[src/rtl/sr_2_pipe_pkg.sv]
// Shared types and helpers for the sr_2_pipe signed divide-by-4 pipeline.
// sat_narrow clamps a sign-extended 64-bit value into a w-bit signed range.
package sr_pkg;

    typedef enum logic {RM_FLOOR, RM_TRUNC} round_mode_e;

    localparam int REM_WIDTH = 3;
    localparam int SAT_WIDTH = 64;

    function automatic logic signed [SAT_WIDTH-1:0] sat_narrow(
        input  logic signed [SAT_WIDTH-1:0] v,
        input  int                          w,
        output logic                        ovf
    );
        logic signed [SAT_WIDTH-1:0] max_v;
        logic signed [SAT_WIDTH-1:0] min_v;
        max_v = (64'sd1 <<< (w - 1)) - 64'sd1;
        min_v = -(64'sd1 <<< (w - 1));
        ovf   = 1'b0;
        if (v > max_v) begin
            ovf = 1'b1;
            return max_v;
        end
        if (v < min_v) begin
            ovf = 1'b1;
            return min_v;
        end
        return v;
    endfunction

endpackage

[src/rtl/sr_2_pipe_slice.sv]
// One valid/ready register stage; data moves only on a completed transfer.
module pipe_slice #(
    parameter int WIDTH = 8
) (
    input  logic             clk,
    input  logic             rst,
    input  logic             in_vld,
    output logic             in_rdy,
    input  logic [WIDTH-1:0] in_data,
    output logic             out_vld,
    input  logic             out_rdy,
    output logic [WIDTH-1:0] out_data
);

    // Handshake: a transfer happens on a rising edge where vld && rdy; a producer
    // holds vld and data until it is taken, and rdy never depends on vld.
    assign in_rdy = !out_vld || out_rdy;

    always_ff @(posedge clk) begin
        if (rst) begin
            out_vld  <= 1'b0;
            out_data <= '0;
        end else if (in_rdy) begin
            out_vld <= in_vld;
            if (in_vld) begin
                out_data <= in_data;
            end
        end
    end

endmodule

[src/rtl/sr_2_pipe.sv]
// Pipelined signed divide-by-4: S1 forms the exact quotient and remainder,
// S2 narrows the quotient to RES_WIDTH with saturation.
module sr_2_pipe
    import sr_pkg::*;
#(
    parameter int          ARG_WIDTH  = 32,
    parameter int          RES_WIDTH  = ARG_WIDTH,
    parameter round_mode_e ROUND_MODE = RM_FLOOR
) (
    input  logic                 clk,
    input  logic                 rst,
    input  logic                 arg_vld,
    output logic                 arg_rdy,
    input  logic [ARG_WIDTH-1:0] a,
    output logic                 res_vld,
    input  logic                 res_rdy,
    output logic [RES_WIDTH-1:0] res,
    output logic [REM_WIDTH-1:0] rem,
    output logic                 overflow
);

    localparam int Q_WIDTH  = ARG_WIDTH - 1;
    localparam int S1_WIDTH = Q_WIDTH + REM_WIDTH;
    localparam int S2_WIDTH = RES_WIDTH + 1 + REM_WIDTH;

    logic signed [Q_WIDTH-1:0]   q_exact;
    logic        [REM_WIDTH-1:0] rem_exact;
    logic                        s1_in_rdy;
    logic                        s1_vld;
    logic        [S1_WIDTH-1:0]  s1_data;
    logic signed [Q_WIDTH-1:0]   s1_q;
    logic        [REM_WIDTH-1:0] s1_rem;
    logic                        s2_in_rdy;
    logic        [RES_WIDTH-1:0] res_next;
    logic                        ovf_next;
    logic        [S2_WIDTH-1:0]  s2_data;

    generate
        if (ROUND_MODE == RM_TRUNC) begin : g_trunc
            // Bias negatives by 3 so the floor shift rounds toward zero; one
            // extra bit keeps a = min from wrapping.
            localparam logic [ARG_WIDTH:0] BIAS = (ARG_WIDTH + 1)'(3);
            logic signed [ARG_WIDTH:0] biased;
            always_comb begin
                biased    = {a[ARG_WIDTH-1], a} + (a[ARG_WIDTH-1] ? BIAS : '0);
                q_exact   = biased[ARG_WIDTH:2];
                rem_exact = {1'b0, biased[1:0]} - (a[ARG_WIDTH-1] ? 3'd3 : 3'd0);
            end
        end else begin : g_floor
            always_comb begin
                q_exact   = {a[ARG_WIDTH-1], a[ARG_WIDTH-1:2]};
                rem_exact = {1'b0, a[1:0]};
            end
        end
    endgenerate

    pipe_slice #(.WIDTH(S1_WIDTH)) u_s1 (
        .clk      (clk),
        .rst      (rst),
        .in_vld   (arg_vld && !rst),
        .in_rdy   (s1_in_rdy),
        .in_data  ({q_exact, rem_exact}),
        .out_vld  (s1_vld),
        .out_rdy  (s2_in_rdy),
        .out_data (s1_data)
    );

    assign arg_rdy = s1_in_rdy && !rst;
    assign s1_q    = s1_data[S1_WIDTH-1:REM_WIDTH];
    assign s1_rem  = s1_data[REM_WIDTH-1:0];

    generate
        if (RES_WIDTH >= Q_WIDTH) begin : g_widen
            assign res_next = RES_WIDTH'(s1_q);
            assign ovf_next = 1'b0;
        end else begin : g_sat
            always_comb begin
                ovf_next = 1'b0;
                res_next = RES_WIDTH'(sat_narrow(SAT_WIDTH'(s1_q), RES_WIDTH, ovf_next));
            end
        end
    endgenerate

    pipe_slice #(.WIDTH(S2_WIDTH)) u_s2 (
        .clk      (clk),
        .rst      (rst),
        .in_vld   (s1_vld),
        .in_rdy   (s2_in_rdy),
        .in_data  ({res_next, ovf_next, s1_rem}),
        .out_vld  (res_vld),
        .out_rdy  (res_rdy),
        .out_data (s2_data)
    );

    assign res      = s2_data[S2_WIDTH-1:REM_WIDTH+1];
    assign overflow = s2_data[REM_WIDTH];
    assign rem      = s2_data[REM_WIDTH-1:0];

endmodule

[config.mk]
export PLATFORM = sky130hd
export DESIGN_NAME = sr_2_pipe
export DESIGN_NICKNAME = d
export VERILOG_FILES = /design/src/rtl/sr_2_pipe_pkg.sv /design/src/rtl/sr_2_pipe_slice.sv /design/src/rtl/sr_2_pipe.sv
export SDC_FILE = /design/constraint.sdc
export NUM_CORES = 1
export LEC_CHECK = 0
export CAP_MARGIN = 5
export CORE_MARGIN = 1
export CORE_UTILIZATION = 50
export CTS_BUF_LIST = sky130_fd_sc_hd__clkbuf_8
export CTS_CLUSTER_SIZE = 25
export DETAILED_ROUTE_END_ITERATION = 8
export PLACE_DENSITY = 0.79
export SLEW_MARGIN = 30
export SYNTH_ARGS = -nofsm -noshare
export SYNTH_HDL_FRONTEND = slang
export SYNTH_HIERARCHICAL = 1
export SYNTH_SLANG_ARGS = --single-unit
[constraint.sdc]
create_clock -name clk -period 2.73 [get_ports clk]
set_clock_uncertainty 0.1 [all_clocks]
set_input_delay 0.546 -clock clk [delete_from_list [all_inputs] [get_ports clk]]
set_output_delay 0.546 -clock clk [all_outputs]
set_load 0.05 [all_outputs]
==> After elaboration in Yosys (flattened, before gate mapping) <==
Cells that the tools add are included.
{ "word_totals": {"output_inout_bits": 38, "regBits": 66, "input_bits": 36} }
{ "op_classes": {"n_reduce_logical": 9} }
{ "op_table": {"columns": ["cell", "n"], "rows": [
  ["AND reduction 2 bit", 2],
  ["logical NOT 1 bit", 3],
  ["logical AND 1 bit", 2],
  ["logical OR 1 bit", 2]
]} }

==> Logic depth before layout (Yosys ltp) <==
{ "logic_depth": {"word_depth": 4, "ltp_mapped": 8, "ltp_nobuf": 4} }

==> Hierarchy <==
Netlist, hierarchy kept.
{ "by_module_without_submodules": {"columns": ["mod", "cells_per_inst", "seq_area_each_um2", "n_inst", "area_per_inst_um2"], "rows": [
  ["pipe_slice at u_s2", 168, 740.7, 1, 1687.9],
  ["pipe_slice at u_s1", 160, 700.7, 1, 1659.1],
  ["sr_2_pipe", 3, 0.0, 1, 16.3]
]} }

==> Worst setup path before layout <==
No wires, ideal clock.
{ "synth_path": {"kind": "input to output", "startpoint": "in res_rdy", "endpoint": "out arg_rdy", "n_path_buf": 4, "slack_ps": -35, "stages": 7, "arrival_ps": 2119, "cell_sequence": "nand2b_4 buf_6 buf_2 nand2b_4 buf_6 buf_2 nor2b_1"} }
{ "synth_between": {"elab_chain_len": 3} }
{ "synth_rtl": {"columns": ["element", "line_no", "rtl"], "rows": [
  ["start, declared", "sr_2_pipe.sv:16", "input logic res_rdy,"],
  ["logical OR 1 bit", "sr_2_pipe_slice.sv:17", "assign in_rdy = !out_vld || out_rdy;"],
  ["via s2_in_rdy", "sr_2_pipe.sv:33", "logic s2_in_rdy;"],
  ["logical OR 1 bit", "sr_2_pipe_slice.sv:17", null],
  ["via s1_in_rdy", "sr_2_pipe.sv:28", "logic s1_in_rdy;"],
  ["logical AND 1 bit", "sr_2_pipe.sv:68", "assign arg_rdy = s1_in_rdy && !rst;"],
  ["end, declared", "sr_2_pipe.sv:13", "output logic arg_rdy,"]
]} }
The timed path passes the listed nets, and every way through them passes these cells.

==> Final worst setup path <==
Same ends and word-level chain as after synthesis.

==> summary.md <==
| Metric | Value |
|---|---|
| Crit Path Class | in2out |
| Worst hold start | u_s1/out_data[3] |
| Slew Viols, Final | 0 |
| CTS resizes | 0 |
| Crit-path cells | clkdlybuf4s50_1 -> nand2b_4 -> nand2b_4 -> nor2b_2 -> buf_12 |
| DIE AREA | 0.00706 mm^2 |
| Most frequent cells in the layout | 71 x clkdlybuf4s50_1, 71 x dfxtp_1, 70 x nand3_1 |
| Final Hold Fails | 0 |
| Multi-input gate area | between 0.0015 and 0.002 mm^2 |
| CTS Buf Count | 9 |
| CTS Sinks | 72 |
| Most common cell on crit path | nand2b_4 |
| Crit-path max cell delay | 450 ps |
| Total negative slack | 0 ps |
| Net Sw Frac | approximately a quarter |
| Gr usage total | roughly 20% |
| Period utilisation layout | around 81% |
| Seq. cell area | around 0.0014 mm^2 |
| Max-slew headroom | 50.5% |
| Pwr dens | around 520 mW/mm^2 |
| Clock tree buffer depth | 2 |
| Pleak | between 0.001 and 0.0015 uW |
| Reg clk slew, reported paths | 70 ps |
| Crit path launch | res_rdy |
| Gpl congestion | around 0.68 |
| Clk root buf | clkbuf_8 |
| Slew @ Worst Pin | 742 ps |
| Final setup fails | 0 |
| Mapped Area | around 0.0034 mm^2 |
| Drt wl/cell | between 10 and 15 um |
| Mean post-synth cell area | approximately 10 um^2 |
| Outcome | finished with violations |
| Core area | approximately 0.0064 mm^2 |
| Peak Freq | 0.450 GHz |
| Combinational share of power | between 10 and 15% |
| Flop pwr share | 50.2% |
| Gate Count Post-Synth | 331 |
| Synth area leader | dfxtp_1 |
| DR iter-0 viols | 140 |
| Layout cells sized above 1 | 24.9% |
| Initial Utilization | 52.4% |
| # DRC | 10 |
| Element type at the critical path end | primary output |
| #FFs+latches synth | a little over 70 |
| Final Util | 65.6% |
| Final net count | roughly 420 |
| Detail Route Antenna Nets | 0 |
| Power Internal | ~1700 uW |
| Post-DP HPWL | 3880 um |
| H-Tree Depth | 3 |
| Max-cap violations | 0 |
| I/O pin cnt | 74 |
| Die height | 84.0 um |
| Yosys top cell area share | a little over two fifths |
| Antenna cell count | 0 |
| Failing checks | DRC |
| Peak VDD IR | between 0.0002 and 0.0003 V |
| Vias in the first global route | roughly 2,400 |
| Area grow syn2layout | 25.3% |
| Die width | approximately 84 um |
| Crit-path max FO | 2 |
| Vias post-DR | 2,554 |
| GRT overflow | 0 |
| Reg2reg start | u_s2/out_vld |
| CTS Hold Bufs | 0 |
| Initial antenna violation count | 0 |
| Filler Cell Count | roughly 550 |
| Post-place instance area | roughly 0.0040 mm^2 |
| Clk_lat worst skew | about 350 ps |
| Slowest-stage cell, CP | clkdlybuf4s50_1 |
| RSZ-0062 raised after global routing | false |
| Clock Power Share | around two fifths |
| Synth top area cells | dfxtp_1 43%, a21bo_1 17%, a21oi_2 15%, nand3_1 10%, a21bo_2 4.2% |
| Startpoint types | primary input |
| First-pass GRT wire length | 11,600 um |
| TritonCTS clock tree | done |
| Ys Warns | 6 |
| Finished Cell Area | approximately 0.0042 mm^2 |
| Worst min-delay path class | reg2reg |
| Routed WL | 6920 um |
| Cell variety after synth | 15 |
| Row cnt | 29 |
| Drt pass-1 iters | 7 |
| Postcts setup bufs | 0 |
| Fin crit period | ~2200 ps |
| Drt via density | 5.52 |
| Critical Path AT | roughly 1600 ps |
| Switching power | approximately 530 uW |
| IO buf count | 73 |
| Seq/Total Area, Yosys | between 40% and 50% |
| WP data required | 2080 ps |
| Largest net degree at the start of global routing | between 70 and 80 |
-- worst max-delay path, delay by kind of cell --
family                 cells  cell delay, ps
buffers and inverters      2             600
AND/OR/NAND/NOR            3             420
-- worst paths after layout --
| path | to | slack, ps | depth (start not counted) |
|---|---|---|---|
| min reg2reg | u_s2/out_data[4] | 380 | 2 |
| max | arg_rdy | 510 | 5 |
| min | u_s2/out_data[4] | 380 | 2 |
| max reg2reg | u_s1/out_data[12] | 1120 | 5 |
-- sequential cells by signal (all words and copies together), names as in the netlist --
name / flops
u_s1/out_data: 34
u_s2/out_data: 36
u_s2/out_vld: 1
u_s1/out_vld: 1
-- through the flow --
step / instances / setup slack, ps / power, uW / hold WS [ps]
final: 463 / 508 / 2180 / 382
after global routing: 463 / 471 / 2260 / 397
after CTS: 463 / 503 / 2200 / 386
after detailed placement: 447 / 416 / 1360 / 359
after global placement: 447 / 449 / 1350 / 357
after floorplan: 332 / 212 / 1270 / 340
-- per-layer routing --
| layer | vias to the layer above | routed length, um | track usage (%) |
|---|---|---|---|
| met5 | - | 0 | 0 |
| met4 | 0 | 83 | 10.5 |
| met3 | 7 | 310 | 3.56 |
| met2 | 57 | 3300 | 30.5 |
| met1 | 1223 | 3230 | 28.7 |
| li1 | 1267 | - | - |
-- synthesized netlist by cell type --
| library cell | count |
|---|---|
| clkbuf_1 | 10 |
| a21bo_1 | 56 |
| inv_1 | 2 |
| nand3_1 | 70 |
| a21bo_2 | 14 |
| buf_6 | 9 |
| a21oi_2 | 56 |
| nor2b_1 | 2 |
| buf_4 | 2 |
| dfxtp_1 | 72 |
| nand2b_4 | 2 |
| clkbuf_2 | 1 |
| buf_2 | 18 |
| a21oi_1 | 16 |
| conb_1 | 1 |
-- power by group through the flow --
stage	clock network [uW]	logic, uW	registers (uW)
final	848	238	1100
after global placement	0	235	1120
after detailed placement	0	238	1120
after floorplan	0	134	1140
after CTS	867	239	1100
after global routing	903	255	1100
-- final cells by class --
cell class	instances	area share, %
Multi-Input combinational cell	218	39.9
Sequential cell	72	34.2
Timing Repair Buffer	78	18.7
Clock buffer	11	3.59
Tap cell	77	2.29
Clock inverter	5	1.13
Inverter	2	0.178
-- kinds of logic after synthesis --
kind of cell | synth area share (%)
AND/OR/NAND/NOR | 11.6
flip-flops | 42.9
AO/OA/AOI/OAI | 37.8
other | 0.112
buffers and inverters | 7.63
No activity file was read; power rests on OpenSTA's default activity.
